--- src/rtl/inflight_tag_queue_if.sv ---
// Bundle between the issue/writeback control and the in-flight tag queue.
// The queue side uses the slave modport; the controller side uses master.
interface inflight_tag_queue_if #(
   parameter int unsigned WIDTH = 5,
   parameter int unsigned DEPTH = 4
);
   localparam int unsigned CntW = $clog2(DEPTH + 1);

   logic                              i_flush;
   logic                              i_alloc_valid;
   logic [WIDTH-1:0]                  i_alloc_tag;
   logic                              o_alloc_ready;
   logic                              i_retire;
   logic [0:DEPTH-1][WIDTH-1:0]       o_tags;
   logic [CntW-1:0]                   o_count;
   logic                              o_empty;
   logic [WIDTH-1:0]                  o_head_tag;

   modport master (
      output i_flush, i_alloc_valid, i_alloc_tag, i_retire,
      input  o_alloc_ready, o_tags, o_count, o_empty, o_head_tag
   );

   modport slave (
      input  i_flush, i_alloc_valid, i_alloc_tag, i_retire,
      output o_alloc_ready, o_tags, o_count, o_empty, o_head_tag
   );
endinterface

--- src/rtl/inflight_tag_queue.sv ---
// In-order queue of destination tags in flight between issue and writeback.
// Every physical slot is exposed for a valid-less N-way hazard matcher.
module inflight_tag_queue #(
   parameter int unsigned     WIDTH      = 5,
   parameter int unsigned     DEPTH      = 4,
   parameter logic [WIDTH-1:0] NULL_VALUE = '0
) (
   input  logic                  i_clk,
   input  logic                  i_rst_n,
   inflight_tag_queue_if.slave   io_bus
);
   localparam int unsigned CntW = $clog2(DEPTH + 1);
   localparam int unsigned PtrW = $clog2(DEPTH);

   logic [PtrW-1:0]  r_head;
   logic [PtrW-1:0]  r_tail;
   logic [CntW-1:0]  r_count;
   logic [DEPTH-1:0] r_valid;
   logic [WIDTH-1:0] r_tag [DEPTH];

   logic w_ready;
   logic w_alloc;
   logic w_retire;

   // Explicit wrap so non-power-of-two depths work.
   function automatic logic [PtrW-1:0] ptr_inc(input logic [PtrW-1:0] p);
      return (p == PtrW'(DEPTH - 1)) ? '0 : p + PtrW'(1);
   endfunction

   always_comb begin
      w_ready  = (r_count != CntW'(DEPTH));
      w_alloc  = io_bus.i_alloc_valid && w_ready;
      w_retire = io_bus.i_retire && (r_count != '0);
   end

   always_ff @(posedge i_clk) begin
      if (!i_rst_n || io_bus.i_flush) begin
         r_head  <= '0;
         r_tail  <= '0;
         r_count <= '0;
         r_valid <= '0;
      end else begin
         if (w_alloc) begin
            r_tag[r_tail]   <= io_bus.i_alloc_tag;
            r_valid[r_tail] <= 1'b1;
            r_tail          <= ptr_inc(r_tail);
         end
         if (w_retire) begin
            r_valid[r_head] <= 1'b0;
            r_head          <= ptr_inc(r_head);
         end
         case ({w_alloc, w_retire})
            2'b10:   r_count <= r_count + CntW'(1);
            2'b01:   r_count <= r_count - CntW'(1);
            default: r_count <= r_count;
         endcase
      end
   end

   // Empty slots read as NULL_VALUE so the matcher never sees a stale hit.
   always_comb begin
      for (int i = 0; i < DEPTH; i++) begin
         io_bus.o_tags[i] = r_valid[i] ? r_tag[i] : NULL_VALUE;
      end
      io_bus.o_head_tag    = r_valid[r_head] ? r_tag[r_head] : NULL_VALUE;
      io_bus.o_count       = r_count;
      io_bus.o_empty       = (r_count == '0);
      io_bus.o_alloc_ready = w_ready;
   end
endmodule

--- src/flat_wrapper.sv ---
// flat-port wrapper written by rule: the top's interface ports become plain ports
module inflight_tag_queue_flat 
#(
   parameter int unsigned     WIDTH      = 5,
   parameter int unsigned     DEPTH      = 4,
   parameter logic [WIDTH-1:0] NULL_VALUE = '0
)
  (i_clk, i_rst_n, io_bus_i_flush, io_bus_i_alloc_valid, io_bus_i_alloc_tag, io_bus_i_retire, io_bus_o_alloc_ready, io_bus_o_tags, io_bus_o_count, io_bus_o_empty, io_bus_o_head_tag);
  inflight_tag_queue_if #(.WIDTH(WIDTH), .DEPTH(DEPTH)) io_bus_i ();
  input  logic i_clk;
  input  logic i_rst_n;
  input wire logic [$bits(io_bus_i.i_flush)-1:0] io_bus_i_flush;
  input wire logic [$bits(io_bus_i.i_alloc_valid)-1:0] io_bus_i_alloc_valid;
  input wire logic [$bits(io_bus_i.i_alloc_tag)-1:0] io_bus_i_alloc_tag;
  input wire logic [$bits(io_bus_i.i_retire)-1:0] io_bus_i_retire;
  output wire logic [$bits(io_bus_i.o_alloc_ready)-1:0] io_bus_o_alloc_ready;
  output wire logic [$bits(io_bus_i.o_tags)-1:0] io_bus_o_tags;
  output wire logic [$bits(io_bus_i.o_count)-1:0] io_bus_o_count;
  output wire logic [$bits(io_bus_i.o_empty)-1:0] io_bus_o_empty;
  output wire logic [$bits(io_bus_i.o_head_tag)-1:0] io_bus_o_head_tag;
  assign io_bus_i.i_flush = io_bus_i_flush;
  assign io_bus_i.i_alloc_valid = io_bus_i_alloc_valid;
  assign io_bus_i.i_alloc_tag = io_bus_i_alloc_tag;
  assign io_bus_i.i_retire = io_bus_i_retire;
  assign io_bus_o_alloc_ready = io_bus_i.o_alloc_ready;
  assign io_bus_o_tags = io_bus_i.o_tags;
  assign io_bus_o_count = io_bus_i.o_count;
  assign io_bus_o_empty = io_bus_i.o_empty;
  assign io_bus_o_head_tag = io_bus_i.o_head_tag;
  inflight_tag_queue #(.WIDTH(WIDTH), .DEPTH(DEPTH), .NULL_VALUE(NULL_VALUE)) u_core (.i_clk(i_clk), .i_rst_n(i_rst_n), .io_bus(io_bus_i));
endmodule
--- config.mk ---
export PLATFORM = sky130hd
export DESIGN_NAME = inflight_tag_queue_flat
export DESIGN_NICKNAME = d
export VERILOG_FILES = /design/src/rtl/inflight_tag_queue_if.sv /design/src/rtl/inflight_tag_queue.sv /design/src/flat_wrapper.sv
export SDC_FILE = /design/constraint.sdc
export NUM_CORES = 1
export LEC_CHECK = 0
export BUFFER_PORTS_ARGS = -buffer_cell sky130_fd_sc_hd__buf_4
export CAP_MARGIN = 20
export CORE_MARGIN = 4
export CORE_UTILIZATION = 30
export DETAILED_ROUTE_END_ITERATION = 8
export RECOVER_POWER = 25
export REMOVE_ABC_BUFFERS = 1
export SETUP_SLACK_MARGIN = 0.02
export SLEW_MARGIN = 20
export SYNTH_ARGS = -nofsm -noshare
export SYNTH_HDL_FRONTEND = slang
export SYNTH_SLANG_ARGS = --single-unit
--- constraint.sdc ---
create_clock -name i_clk -period 2.45 [get_ports i_clk]
set_clock_uncertainty 0.05 [all_clocks]
set_input_delay 0.49 -clock i_clk [delete_from_list [all_inputs] [get_ports i_clk]]
set_output_delay 0.49 -clock i_clk [all_outputs]
set_load 0.03 [all_outputs]
==> results.cfg <==
[finish]
area_delta_synth_final_pct = 29.5
antenna_cells = 0
final_cells = 242
drive_above_1_share = 0.395
fin_area_mm2 = 0.00207
fin_nets = 191

[grt]
gr-total-overflow = 0
grt_usage = 0.116
grt_antenna_before_repair = 0
grt_pass1_vias = 1158
grt_start_max_net_pins = 12
grt_first_pass_wirelength_mm = 5.56

[detailed_routing]
drc = 0
route.vias.total = 1117
drtAntennaViolNets = 0
wl_mm = 3.64
dr.pass1.iters = 4
drt_iter0_drc = 37
vias_per_cell = 4.62
wire_per_inst_um = 15.0

[power]
total_power_mw = 1.10
pwr-share-seq = 0.548
clockPowerShare = 0.351
power.internal_mw = 0.839
p_per_area_mw_per_mm2 = 533
p_leak_nw = 0.811
switching_share = 0.240
p_sw_mw = 0.265
p_comb_frac = 0.101
max-vdd-ir-drop_uv = 194

[sta]
grt_setup_unrepaired = no
tns_ps = 0
period_share = 0.938
worst_pin_slew_ps = 491
max_freq_ghz = 0.435
hold_violations = 0
finalSetupViolCount = 0
fin_crit_ps = 2300
worst_slack_ps = 151
slew_headroom = 0.672
drv_slew = 0

[place]
port_buffers = 39
finalWeightedCongestion = 0.786
dp_slack_ps = 35.6
dpl-instance-area_mm2 = 0.00198
hpwl_mm = 2.76
place_inst = 232

[clocking]
insertion_delay_ps = 280
clock-sinks = 33
ctsLongestPathBuffers = 2
cts_htree_levels = 2
cts_root_buf = clkbuf_8
numCtsBuffers = 5
cts.clk_slew.worst_paths_ps = 70
cts_tree = done

[worst_hold_path]
hp-start = io_bus_i_alloc_tag[0]
hp-class = in2reg

[synthesis]
netlist_instances = 124
ys_ff_latch = 33
yosys_warnings = 0
syn-cell-area_mm2 = 0.00160
ys_types = 27
syn_avg_cell_area_um2 = 12.9
ys_seq_area_frac = 0.538

[setup_path]
crit_chain = or3b_4 > and2_4 > inv_1 > ha_2 > inv_1 > fa_2 > xor2_1 > or3_2 > a21oi_2
cp_common_cell = inv_1
crit_required_ps = 2610
r2r-start = u_core.io_bus.o_count[0]
worst_setup_path_start_kind = flop
arrival_ps = 2460
endpoint_kind = flop
cp_slowest_stage_delay_ps = 420
path_delay_family = simple AND/OR/NAND/NOR gates
slowest_stage = or3_2
path_class = reg2reg
critPathBufInv = 2
crit_path_max_fanout = 4
crit_start = u_core.io_bus.o_count[0]

[floorplanning]
die_area_mm2 = 0.00657
row_count = 26
ios = 40
die_w_um = 81.0
core-area_mm2 = 0.00514
chipHeight_um = 81.0
start_util = 0.311

[job]
drv_cap = 0

[run_status]
status = complete, no violations
-- worst paths after layout --
kind                                   end  slack (ps)  cells past startpoint
setup / recovery  u_core.io_bus.o_count[2]         150                      9
hold / removal          u_core.r_tag[0][0]         410                      1
setup reg to reg  u_core.io_bus.o_count[2]         150                      9
hold reg to reg           u_core.r_tail[1]         530                      2
-- cells in the mapped netlist --
| master | number | area share |
|---|---|---|
| a21oi_1 | 2 | 0.0063 |
| a31oi_1 | 4 | 0.016 |
| ha_1 | 9 | 0.070 |
| fa_1 | 1 | 0.013 |
| and3_2 | 4 | 0.019 |
| o31ai_2 | 2 | 0.016 |
| and2_4 | 1 | 0.0055 |
| or3b_1 | 1 | 0.0055 |
| nand4_1 | 2 | 0.0078 |
| mux4_2 | 6 | 0.084 |
| nand3_1 | 2 | 0.0063 |
| o21ai_0 | 1 | 0.0031 |
| a211oi_1 | 4 | 0.019 |
| xor2_1 | 2 | 0.011 |
| nor3_1 | 1 | 0.0031 |
| or3_2 | 1 | 0.0047 |
| dfxtp_1 | 13 | 0.16 |
| inv_1 | 8 | 0.019 |
| edfxtp_1 | 20 | 0.38 |
| clkbuf_1 | 3 | 0.0070 |
| nand2b_1 | 1 | 0.0039 |
| o31ai_1 | 2 | 0.0094 |
| and2_1 | 25 | 0.098 |
| o31a_2 | 1 | 0.0063 |
| nor2_1 | 5 | 0.012 |
| buf_6 | 2 | 0.014 |
| nor2b_1 | 1 | 0.0039 |
-- timing repair --
item,CTS,global route
hold buffers,0,0
endpoints found under the setup margin,0,1
setup buffers,0,2
gates resized for setup,0,5
-- metal layers --
metal	part of all wire	vias to the layer above	wire [um]	track usage
li1	-	538	-	-
met1	0.42	535	1510	0.131
met2	0.51	38	1850	0.206
met3	0.060	6	218	0.0255
met4	0.015	0	56	0.0541
met5	0	-	0	0
-- power groups by stage --
| stage | Sequential (mW) | Combinational (mW) | Clock (mW) |
|---|---|---|---|
| 6_report | 0.605 | 0.112 | 0.387 |
| 5_1_grt | 0.606 | 0.121 | 0.429 |
| 4_1_cts | 0.605 | 0.111 | 0.400 |
| 3_5_place_dp | 0.617 | 0.110 | 0 |
| 3_3_place_gp | 0.617 | 0.107 | 0 |
| 2_1_floorplan | 0.620 | 0.0597 | 0 |
-- metrics by stage --
step	hold slack, ps	utilization
finish	411	0.403
global route	405	0.403
CTS	350	0.401
detailed placement	522	0.385
global placement	502	0.385
floorplan	468	-
-- area by class of cell --
cell class | count | area (um^2)
repair buffers | 45 | 319
fillers | 524 | 3070
inverters | 8 | 30.0
multi-input cells | 78 | 687
clock buffers | 5 | 68.8
flip-flops and latches | 33 | 862
clock inverters | 3 | 17.5
well taps | 70 | 87.6
-- cell families (layout without fill, tap and decap cells) --
family,count (synthesis),in the layout,synth area share
flip-flops,33,33,0.538
XOR/XNOR,2,2,0.0109
multiplexers,6,6,0.0844
buffers and inverters,13,61,0.0399
AO/OA/AOI/OAI,16,16,0.0750
adder cells (fa/ha/maj),10,10,0.0829
AND/OR/NAND/NOR,44,44,0.169
-- state kept, by name, indices dropped and copies added (netlist names), named ones only --
name                   cells
u_core.r_tail              2
u_core.io_bus.o_count      3
u_core.r_head              2
u_core.r_tag              20
u_core.r_valid             4
-- cell usage in the layout (no fill, tap or decap) --
master	netlist	layout
nand4_1	2	2
inv_1	8	8
a211oi_1	4	4
dfxtp_2	0	1
ha_1	9	8
clkbuf_8	0	5
or3b_4	0	1
a21oi_1	2	1
mux4_2	6	6
nor3_1	1	1
a21oi_2	0	1
and2_1	25	25
buf_4	0	40
nand3_1	2	2
o31ai_2	2	2
nor2b_1	1	1
clkinvlp_4	0	1
clkinv_2	0	2
dfxtp_1	13	12
clkbuf_1	3	5
o21ai_0	1	1
fa_2	0	1
or3_2	1	1
and3_2	4	4
xor2_1	2	2
ha_2	0	1
nor2_1	5	5
and2_4	1	1
o31ai_1	2	2
nand2b_1	1	1
edfxtp_1	20	20
a31oi_1	4	4
o31a_2	1	1
-- worst reg2reg max path: stages, from the launching register on --
cell	delay [ps]
dfxtp_1	310
or3b_4	390
and2_4	160
inv_1	50
ha_2	180
inv_1	60
fa_2	330
xor2_1	150
or3_2	420
a21oi_2	130
(Power assumes the default switching activity.)
